===== src/rtl/dbus_mailbox.sv =====
// dbus_mailbox: memory-mapped mailbox on the CPU data bus.
// Two word FIFOs: TX (CPU stores -> external consumer) and RX (external producer -> CPU loads).
// Register window of four words: TXDATA, RXDATA, STATUS, CONTROL.
// Loads are answered combinationally from registered state; every state change happens on
// the clock edge that ends the bus cycle.

module dbus_mailbox #(
    parameter logic [31:0] BASE_ADDR = 32'hFF20_0000,
    parameter int unsigned DEPTH     = 8
) (
    input  logic        iCLK,
    input  logic        iRST,

    input  logic        DwReadEnable,
    input  logic        DwWriteEnable,
    input  logic [3:0]  DwByteEnable,
    input  logic [31:0] DwAddress,
    input  logic [31:0] DwWriteData,
    output logic [31:0] DwReadData,

    output logic        oTxValid,
    output logic [31:0] oTxData,
    input  logic        iTxReady,

    input  logic        iRxValid,
    input  logic [31:0] iRxData,
    output logic        oRxReady
);

    localparam int unsigned AW = $clog2(DEPTH);
    localparam int unsigned CW = AW + 1;
    localparam logic [CW-1:0] FULL_CNT = CW'(DEPTH);

    localparam logic [1:0] OFF_TXDATA  = 2'd0;
    localparam logic [1:0] OFF_RXDATA  = 2'd1;
    localparam logic [1:0] OFF_STATUS  = 2'd2;
    localparam logic [1:0] OFF_CONTROL = 2'd3;

    // ------------------------------------------------------------------
    // State
    // ------------------------------------------------------------------
    logic [31:0]   r_tx_mem [DEPTH];
    logic [31:0]   r_rx_mem [DEPTH];
    logic [AW-1:0] r_tx_wptr;
    logic [AW-1:0] r_tx_rptr;
    logic [CW-1:0] r_tx_count;
    logic [AW-1:0] r_rx_wptr;
    logic [AW-1:0] r_rx_rptr;
    logic [CW-1:0] r_rx_count;
    logic          r_tx_overflow;
    logic          r_rx_underflow;

    // ------------------------------------------------------------------
    // Wires
    // ------------------------------------------------------------------
    logic          w_hit;
    logic [1:0]    w_off;
    logic          w_rd_hit;
    logic          w_wr_hit;

    // Effective (reset-masked) view of the registered state, so outputs read as reset
    // values for the whole time iRST is low, not only after the first reset edge.
    logic [CW-1:0] w_tx_count;
    logic [CW-1:0] w_rx_count;
    logic          w_tx_overflow;
    logic          w_rx_underflow;
    logic          w_tx_full;
    logic          w_tx_empty;
    logic          w_rx_full;
    logic          w_rx_empty;

    logic          w_tx_valid;
    logic          w_rx_ready;
    logic          w_tx_pop;
    logic          w_tx_push_req;
    logic          w_tx_push;
    logic          w_tx_ovf_set;
    logic          w_rx_pop_req;
    logic          w_rx_pop;
    logic          w_rx_udf_set;
    logic          w_rx_push;

    logic          w_ctl_wr;
    logic          w_clr_sticky;
    logic          w_tx_flush;
    logic          w_rx_flush;

    logic [31:0]   w_tx_wdata;
    logic [31:0]   w_status;

    logic [AW-1:0] w_tx_wptr_nxt;
    logic [AW-1:0] w_tx_rptr_nxt;
    logic [CW-1:0] w_tx_count_nxt;
    logic [AW-1:0] w_rx_wptr_nxt;
    logic [AW-1:0] w_rx_rptr_nxt;
    logic [CW-1:0] w_rx_count_nxt;
    logic          w_tx_overflow_nxt;
    logic          w_rx_underflow_nxt;

    // Byte-offset bits of the address are deliberately ignored.
    logic          w_unused;
    assign w_unused = ^DwAddress[1:0];

    // ------------------------------------------------------------------
    // Address decode and status flags
    // ------------------------------------------------------------------
    // Decode the bus access and derive FIFO occupancy flags.
    always_comb begin
        w_hit    = (DwAddress[31:4] == BASE_ADDR[31:4]);
        w_off    = DwAddress[3:2];
        w_rd_hit = DwReadEnable & w_hit;
        w_wr_hit = DwWriteEnable & w_hit;

        w_tx_count     = iRST ? r_tx_count : '0;
        w_rx_count     = iRST ? r_rx_count : '0;
        w_tx_overflow  = iRST & r_tx_overflow;
        w_rx_underflow = iRST & r_rx_underflow;

        w_tx_full  = (w_tx_count == FULL_CNT);
        w_tx_empty = (w_tx_count == '0);
        w_rx_full  = (w_rx_count == FULL_CNT);
        w_rx_empty = (w_rx_count == '0);
    end

    // Transfer qualifiers for both FIFOs and the CONTROL register.
    always_comb begin
        w_tx_valid = iRST & ~w_tx_empty;
        w_rx_ready = iRST & ~w_rx_full;

        w_tx_pop      = w_tx_valid & iTxReady;
        w_tx_push_req = w_wr_hit & (w_off == OFF_TXDATA);
        // Full is judged before the edge, so a same-edge pop never makes room.
        w_tx_push     = w_tx_push_req & ~w_tx_full;
        w_tx_ovf_set  = w_tx_push_req & w_tx_full;

        w_rx_push     = iRxValid & w_rx_ready;
        w_rx_pop_req  = w_rd_hit & (w_off == OFF_RXDATA);
        w_rx_pop      = w_rx_pop_req & ~w_rx_empty;
        w_rx_udf_set  = w_rx_pop_req & w_rx_empty;

        w_ctl_wr     = w_wr_hit & (w_off == OFF_CONTROL) & DwByteEnable[0];
        w_clr_sticky = w_ctl_wr & DwWriteData[0];
        w_tx_flush   = w_ctl_wr & DwWriteData[1];
        w_rx_flush   = w_ctl_wr & DwWriteData[2];
    end

    // Zero the byte lanes that are not enabled on a TXDATA store.
    always_comb begin
        for (int b = 0; b < 4; b++) begin
            w_tx_wdata[8*b +: 8] = DwByteEnable[b] ? DwWriteData[8*b +: 8] : 8'h00;
        end
    end

    // ------------------------------------------------------------------
    // Next-state logic
    // ------------------------------------------------------------------
    // TX pointers and count; a flush discards any concurrent push or pop.
    always_comb begin
        w_tx_wptr_nxt  = r_tx_wptr;
        w_tx_rptr_nxt  = r_tx_rptr;
        w_tx_count_nxt = r_tx_count;
        if (w_tx_flush) begin
            w_tx_wptr_nxt  = '0;
            w_tx_rptr_nxt  = '0;
            w_tx_count_nxt = '0;
        end else begin
            if (w_tx_push) begin
                w_tx_wptr_nxt = r_tx_wptr + AW'(1);
            end
            if (w_tx_pop) begin
                w_tx_rptr_nxt = r_tx_rptr + AW'(1);
            end
            case ({w_tx_push, w_tx_pop})
                2'b10:   w_tx_count_nxt = r_tx_count + CW'(1);
                2'b01:   w_tx_count_nxt = r_tx_count - CW'(1);
                default: w_tx_count_nxt = r_tx_count;
            endcase
        end
    end

    // RX pointers and count; a flush discards any concurrent push or pop.
    always_comb begin
        w_rx_wptr_nxt  = r_rx_wptr;
        w_rx_rptr_nxt  = r_rx_rptr;
        w_rx_count_nxt = r_rx_count;
        if (w_rx_flush) begin
            w_rx_wptr_nxt  = '0;
            w_rx_rptr_nxt  = '0;
            w_rx_count_nxt = '0;
        end else begin
            if (w_rx_push) begin
                w_rx_wptr_nxt = r_rx_wptr + AW'(1);
            end
            if (w_rx_pop) begin
                w_rx_rptr_nxt = r_rx_rptr + AW'(1);
            end
            case ({w_rx_push, w_rx_pop})
                2'b10:   w_rx_count_nxt = r_rx_count + CW'(1);
                2'b01:   w_rx_count_nxt = r_rx_count - CW'(1);
                default: w_rx_count_nxt = r_rx_count;
            endcase
        end
    end

    // Sticky error flags; a new error in the same cycle as a clear still registers.
    always_comb begin
        w_tx_overflow_nxt  = w_tx_ovf_set | (r_tx_overflow & ~w_clr_sticky);
        w_rx_underflow_nxt = w_rx_udf_set | (r_rx_underflow & ~w_clr_sticky);
    end

    // ------------------------------------------------------------------
    // Registers
    // ------------------------------------------------------------------
    // Control state with synchronous active-low reset.
    always_ff @(posedge iCLK) begin
        if (!iRST) begin
            r_tx_wptr      <= '0;
            r_tx_rptr      <= '0;
            r_tx_count     <= '0;
            r_rx_wptr      <= '0;
            r_rx_rptr      <= '0;
            r_rx_count     <= '0;
            r_tx_overflow  <= 1'b0;
            r_rx_underflow <= 1'b0;
        end else begin
            r_tx_wptr      <= w_tx_wptr_nxt;
            r_tx_rptr      <= w_tx_rptr_nxt;
            r_tx_count     <= w_tx_count_nxt;
            r_rx_wptr      <= w_rx_wptr_nxt;
            r_rx_rptr      <= w_rx_rptr_nxt;
            r_rx_count     <= w_rx_count_nxt;
            r_tx_overflow  <= w_tx_overflow_nxt;
            r_rx_underflow <= w_rx_underflow_nxt;
        end
    end

    // FIFO storage; not reset, contents are only visible through valid pointers.
    always_ff @(posedge iCLK) begin
        if (iRST && w_tx_push && !w_tx_flush) begin
            r_tx_mem[r_tx_wptr] <= w_tx_wdata;
        end
        if (iRST && w_rx_push && !w_rx_flush) begin
            r_rx_mem[r_rx_wptr] <= iRxData;
        end
    end

    // ------------------------------------------------------------------
    // Outputs
    // ------------------------------------------------------------------
    // Assemble the STATUS word from the reset-masked state.
    always_comb begin
        w_status        = '0;
        w_status[0]     = w_tx_full;
        w_status[1]     = w_tx_empty;
        w_status[2]     = w_rx_full;
        w_status[3]     = w_rx_empty;
        w_status[4]     = w_tx_overflow;
        w_status[5]     = w_rx_underflow;
        w_status[15:8]  = 8'(w_tx_count);
        w_status[23:16] = 8'(w_rx_count);
    end

    // Combinational load data; write-only registers and misses read as zero.
    always_comb begin
        DwReadData = '0;
        if (w_rd_hit) begin
            case (w_off)
                OFF_RXDATA: DwReadData = w_rx_empty ? 32'h0 : r_rx_mem[r_rx_rptr];
                OFF_STATUS: DwReadData = w_status;
                default:    DwReadData = '0;
            endcase
        end
    end

    // External handshake outputs depend only on registered state and reset.
    always_comb begin
        oTxValid = w_tx_valid;
        oTxData  = w_tx_valid ? r_tx_mem[r_tx_rptr] : 32'h0;
        oRxReady = w_rx_ready;
    end

endmodule


===== config.mk =====
export PLATFORM = sky130hd
export DESIGN_NAME = dbus_mailbox
export DESIGN_NICKNAME = d
export VERILOG_FILES = /design/src/rtl/dbus_mailbox.sv
export SDC_FILE = /design/constraint.sdc
export NUM_CORES = 1
export LEC_CHECK = 0
export CAP_MARGIN = 40
export CELL_PAD_IN_SITES_DETAIL_PLACEMENT = 1
export CELL_PAD_IN_SITES_GLOBAL_PLACEMENT = 2
export CORE_ASPECT_RATIO = 1.2
export CORE_MARGIN = 2
export CORE_UTILIZATION = 45
export DETAILED_ROUTE_END_ITERATION = 10
export PLACE_DENSITY_LB_ADDON = 0.25
export SETUP_SLACK_MARGIN = 0.2
export SYNTH_ARGS = -nofsm -noshare
export SYNTH_HDL_FRONTEND = slang
export SYNTH_SLANG_ARGS = --single-unit

===== constraint.sdc =====
create_clock -name iCLK -period 8.64 [get_ports iCLK]
set_input_delay 2.592 -clock iCLK [delete_from_list [all_inputs] [get_ports iCLK]]
set_output_delay 2.592 -clock iCLK [all_outputs]
set_load 0.01 [all_outputs]

# Yosys cells after proc, flatten, opt, wreduce, memory -nomap -nowiden
# Memories as Yosys holds them, arrays and structs flattened. A register that Yosys moved wholly into a read port is not among the register bits.
# Index checks and enable logic that the tools add are counted.
# word_totals
register_bits,22
ramBits,512
in_bits,106
out_inout_bits,66
word_cells,90
memories,2
# op_classes
add_sub_neg,8
eq_ne,10
muxes,20
n_bitwise,29
n_reduce_logical,13
# memory_table
name,depth,width,rd,rd_clocked_by_memory_dff,write_ports,line_no,text
r_rx_mem,8,32,1,1,1,43,logic [31:0] r_rx_mem [DEPTH];
r_tx_mem,8,32,1,1,1,42,logic [31:0] r_tx_mem [DEPTH];
# ops
cell,count
2-to-1 mux 32 bit,3
case mux 32 bit (2 select lines),1
2-to-1 mux 8 bit,4
"== test 28 bit, second input constant",1
AND 1 bit,21
case mux 4 bit (2 select lines),2
"adder 3 x 1 -> 3 bit, second input constant",4
2-to-1 mux 3 bit,4
"adder 4 x 1 -> 4 bit, second input constant",2
"== test 2 bit, second input constant",4
"== test 4 bit, second input constant",2
logical NOT 4 bit,2
2-to-1 mux 4 bit,2
"subtractor 4 x 1 -> 4 bit, second input constant",2
"== test 2 x 1 -> 1 bit, second input constant",3
NOT 1 bit,6
logical AND 1 bit,4
2-to-1 mux 1 bit,4
nonzero test 2 bit,2
OR reduction 2 bit,2
logical NOT 1 bit,2
logical NOT 2 bit,1
OR 1 bit,2

# Longest topological paths before layout
# logic_depth
ltp_word,9
mapped_depth,13
depth_no_buf,12

# Worst setup path before layout
# Ideal clock, no wire load.
# synth_path
path_kind,input-to-reg
start,input DwAddress[2]
end,"memory r_rx_mem[0][0], enable pin"
setup_ns,0.513
arrival_time_ns,6.640
required_time_ns,8.127
setup_slack_ns,1.487
path_stages,5
path_buffers,0
cell_sequence,ha_1 -> and4_1 -> nand4_1 -> nor2_1 -> nor4b_1
# synth_between
elab_chain_cells,8
# synth_rtl
item,line_no,text
start: declaration,17,"input logic [31:0] DwAddress,"
== test 2 bit,141,w_ctl_wr = w_wr_hit & (w_off == OFF_CONTROL) & DwByteEnable[0];
AND 1 bit (2 in series),141,
AND 1 bit,144,w_rx_flush = w_ctl_wr & DwWriteData[2];
logical NOT 1 bit,242,if (iRST && w_rx_push && !w_rx_flush) begin
logical AND 1 bit,242,
2-to-1 mux 1 bit,242,
2-to-1 mux 1 bit (not written as such),243,r_rx_mem[r_rx_wptr] <= iRxData;
end: declaration,43,
# Every way passes these cells.

# Worst setup path in the final report
# layout_path
start,input DwAddress[19]
end,output DwReadData[26]
# layout_between
elab_chain_cells,3
# layout_rtl
item,line_no,text
== test 28 bit,109,w_hit = (DwAddress[31:4] == BASE_ADDR[31:4]);
AND 1 bit,111,w_rd_hit = DwReadEnable & w_hit;
2-to-1 mux 32 bit,266,if (w_rd_hit) begin
end: declaration,19,"output logic [31:0] DwReadData,"
# Every way passes these cells.

==> flow_summary.toml <==
[status]
status = "finished, final reports clean"

[logic_synthesis]
netlist_area_um2 = 21510
synth_seq_cells = 540
synth_nets = 1204
seq_area_frac_synth_pct = 74.07
ys.flop_type = "edfxtp_1"
syn_area_per_cell_um2 = 19.85
synth_warnings = 0
synth_cells = 1084
ys_async_sr_fraction_pct = 0
synth.distinct_cells = 54
synth_edf_count = 512

[route]
num_vias = 10969
final_antenna_net_count = 0
drt_pass1_iterations = 5
viasPerCell = 5.571
wl_per_cell_um = 24.37
drc = 0
wl_um = 47990
first_iter_violations = 622

[global_route]
grt_max_degree = 42
grt_pass1_vias = 11995
antenna_found_initial = 5
grt_first_pass_wirelength_um = 73400
grtUsageTotal_pct = 19.93
grt-ovfl-total = 0

[pwr]
p_per_area_nw_per_um2 = 204.2
peakVddDrop_mv = 0.2037
leakage_nw = 7.829

[clock_network]
clk_latency_ns = 0.60
htreeDepth = 2
clk_pin_slew_ns = 0.06
cts.sinks = 540
clk_path_buf_depth = 3
ctsResizeCount = 0
ctsHoldBuffers = 0
cts_tree = "yes"
post_cts_buffers = 0
clock-root-buffer = "clkbuf_16"
cts_inserted_buffers = 52

[final_layout]
layout_commonest_cell = "edfxtp_1"
drive_above_1_share_pct = 21.09
syn2layout_area_growth_pct = 20.71
layout.nets = 1418
final_cell_mix = "edfxtp_1, clkdlybuf4s50_1, mux4_2"
fin_area_um2 = 25970
finish.utilization_pct = 55.10
fillCellCount = 4160

[sta]
rsz0062_at_grt = "false"
fmax_ghz = 0.1261
fin_ws_ns = 0.7085
period_minus_slack_ns = 7.931
slew_headroom_pct = 45.91
drv_slew = 0
timing.setup.tns_ns = 0
period_share_pct = 91.80
skew_ns = 0.02497
finalSetupViolCount = 0
hold_violations = 0
max_slew.worst_pin.slew_ns = 0.8113

[setup_path]
path_common_cell = "clkdlybuf4s50_1"
critPathMaxFanout = 31
cp.required_ns = 6.05
cp_slowest_cell = "clkdlybuf4s50_1"
crit_path_max_incr_delay_ns = 0.61
endpoint_kind = "output port"
worstPathArrival_ns = 5.34
path_cells = "clkdlybuf4s50_1, nor4_2, and3_1, nand4_2, buf_4, nor3_1, clkdlybuf4s50_1"
critPathKind = "in -> out"
crit_buf_inv = 3
startpoint_type = "primary input"
path_delay_family = "simple AND/OR/NAND/NOR gates"

[floorplanning]
start_util_pct = 45.64
ioPinCount = 172
die_area_um2 = 49580
core_area_um2 = 47130
die_y_um = 243.5
fp-row-count = 87
die_w_um = 203.6

[placed_design]
dpl_cell_area_um2 = 24230
port_buffers = 169
routabilityCongestion = 0.7395
pre_cts_ws_ns = 0.7564
dp_hpwl_um = 29320

[min_path]
hold_path.class = "reg -> reg"

[flow_run]
cap_violations = 0
report_power, final:
| group | internal [mW] | switching, mW |
|---|---|---|
| Clock | 1.35 | 0.937 |
| Combinational | 0.0638 | 0.0717 |
| Sequential | 2.88 | 0.00582 |
Yosys cell counts (16+ instances only):
master | n | area [um^2]
buf_2 | 32 | 160.2
nor3_1 | 29 | 145.1
edfxtp_1 | 512 | 15370
and2_1 | 34 | 212.7
mux4_2 | 126 | 2838
clkbuf_1 | 16 | 60.06
nand2_1 | 28 | 105.1
mux2i_1 | 56 | 560.5
a21oi_1 | 27 | 135.1
dfxtp_1 | 28 | 560.5
nor2_1 | 48 | 180.2
through the flow:
step / power, mW / hold slack, ns / cells
2_1_floorplan: 2.983 / 0.4385 / 1084
3_3_place_gp: 3.067 / 0.4594 / 1863
3_5_place_dp: 3.074 / 0.4674 / 1867
4_1_cts: 5.366 / 0.4858 / 1965
5_1_grt: 5.461 / 0.5048 / 1967
6_report: 5.303 / 0.4845 / 1969
cell type report:
type                       count  area, um^2  area share [%]
clock buffer                  71        1445           5.565
multi-input combinational    479        5376           20.70
clock inverter                27       287.8           1.108
tap                          623       779.5           3.002
sequential                   540       15950           61.41
timing repair buffer         216        2090           8.046
antenna                        4       10.01         0.03854
inverter                       9       33.78          0.1301
routing by layer:
layer	vias up	GRT usage (%)	wire, um
met5	-	0	38
met4	6	5.131	888
met3	68	4.307	2540
met2	256	35.00	24970
met1	5750	25.12	19550
li1	4889	-	-
final timing paths:
check	startpoint	end	slack (ns)	cells after the start
hold reg to reg	r_tx_rptr[1]	register	0.48	2
setup reg to reg	r_tx_count[0]	r_tx_count[2]	5.49	12
setup / recovery	DwAddress[19]	DwReadData[26]	0.71	7
hold / removal	r_tx_rptr[1]	register	0.48	2
state kept, by name, summed over array words and instances, names as in the netlist, named ones only:
signal	cells
r_rx_mem	256
r_tx_mem	256
r_rx_count	4
r_tx_count	4
r_rx_rptr	3
r_rx_wptr	3
r_tx_rptr	3
r_tx_wptr	3
r_rx_underflow	1
r_tx_overflow	1
kinds of logic (layout without fill, tap and decap cells):
| kind of cell | Yosys count | after routing | share of synthesized area, % |
|---|---|---|---|
| fa+ha+maj | 14 | 14 | 0.8142 |
| flops | 540 | 540 | 74.07 |
| buf+inv | 65 | 323 | 1.373 |
| other cells | 0 | 4 | 0 |
| mux | 183 | 183 | 15.85 |
| simple gates | 206 | 206 | 5.415 |
| xor+xnor | 10 | 10 | 0.4071 |
| compound gates | 66 | 66 | 2.071 |
tightest hold or removal path, delay by kind of cell (launching register included):
family          cells  cell delay, ns
compound gates      1            0.07
flops               1            0.31
simple gates        1            0.06
Note: power is estimated with default switching activity, not from simulation.
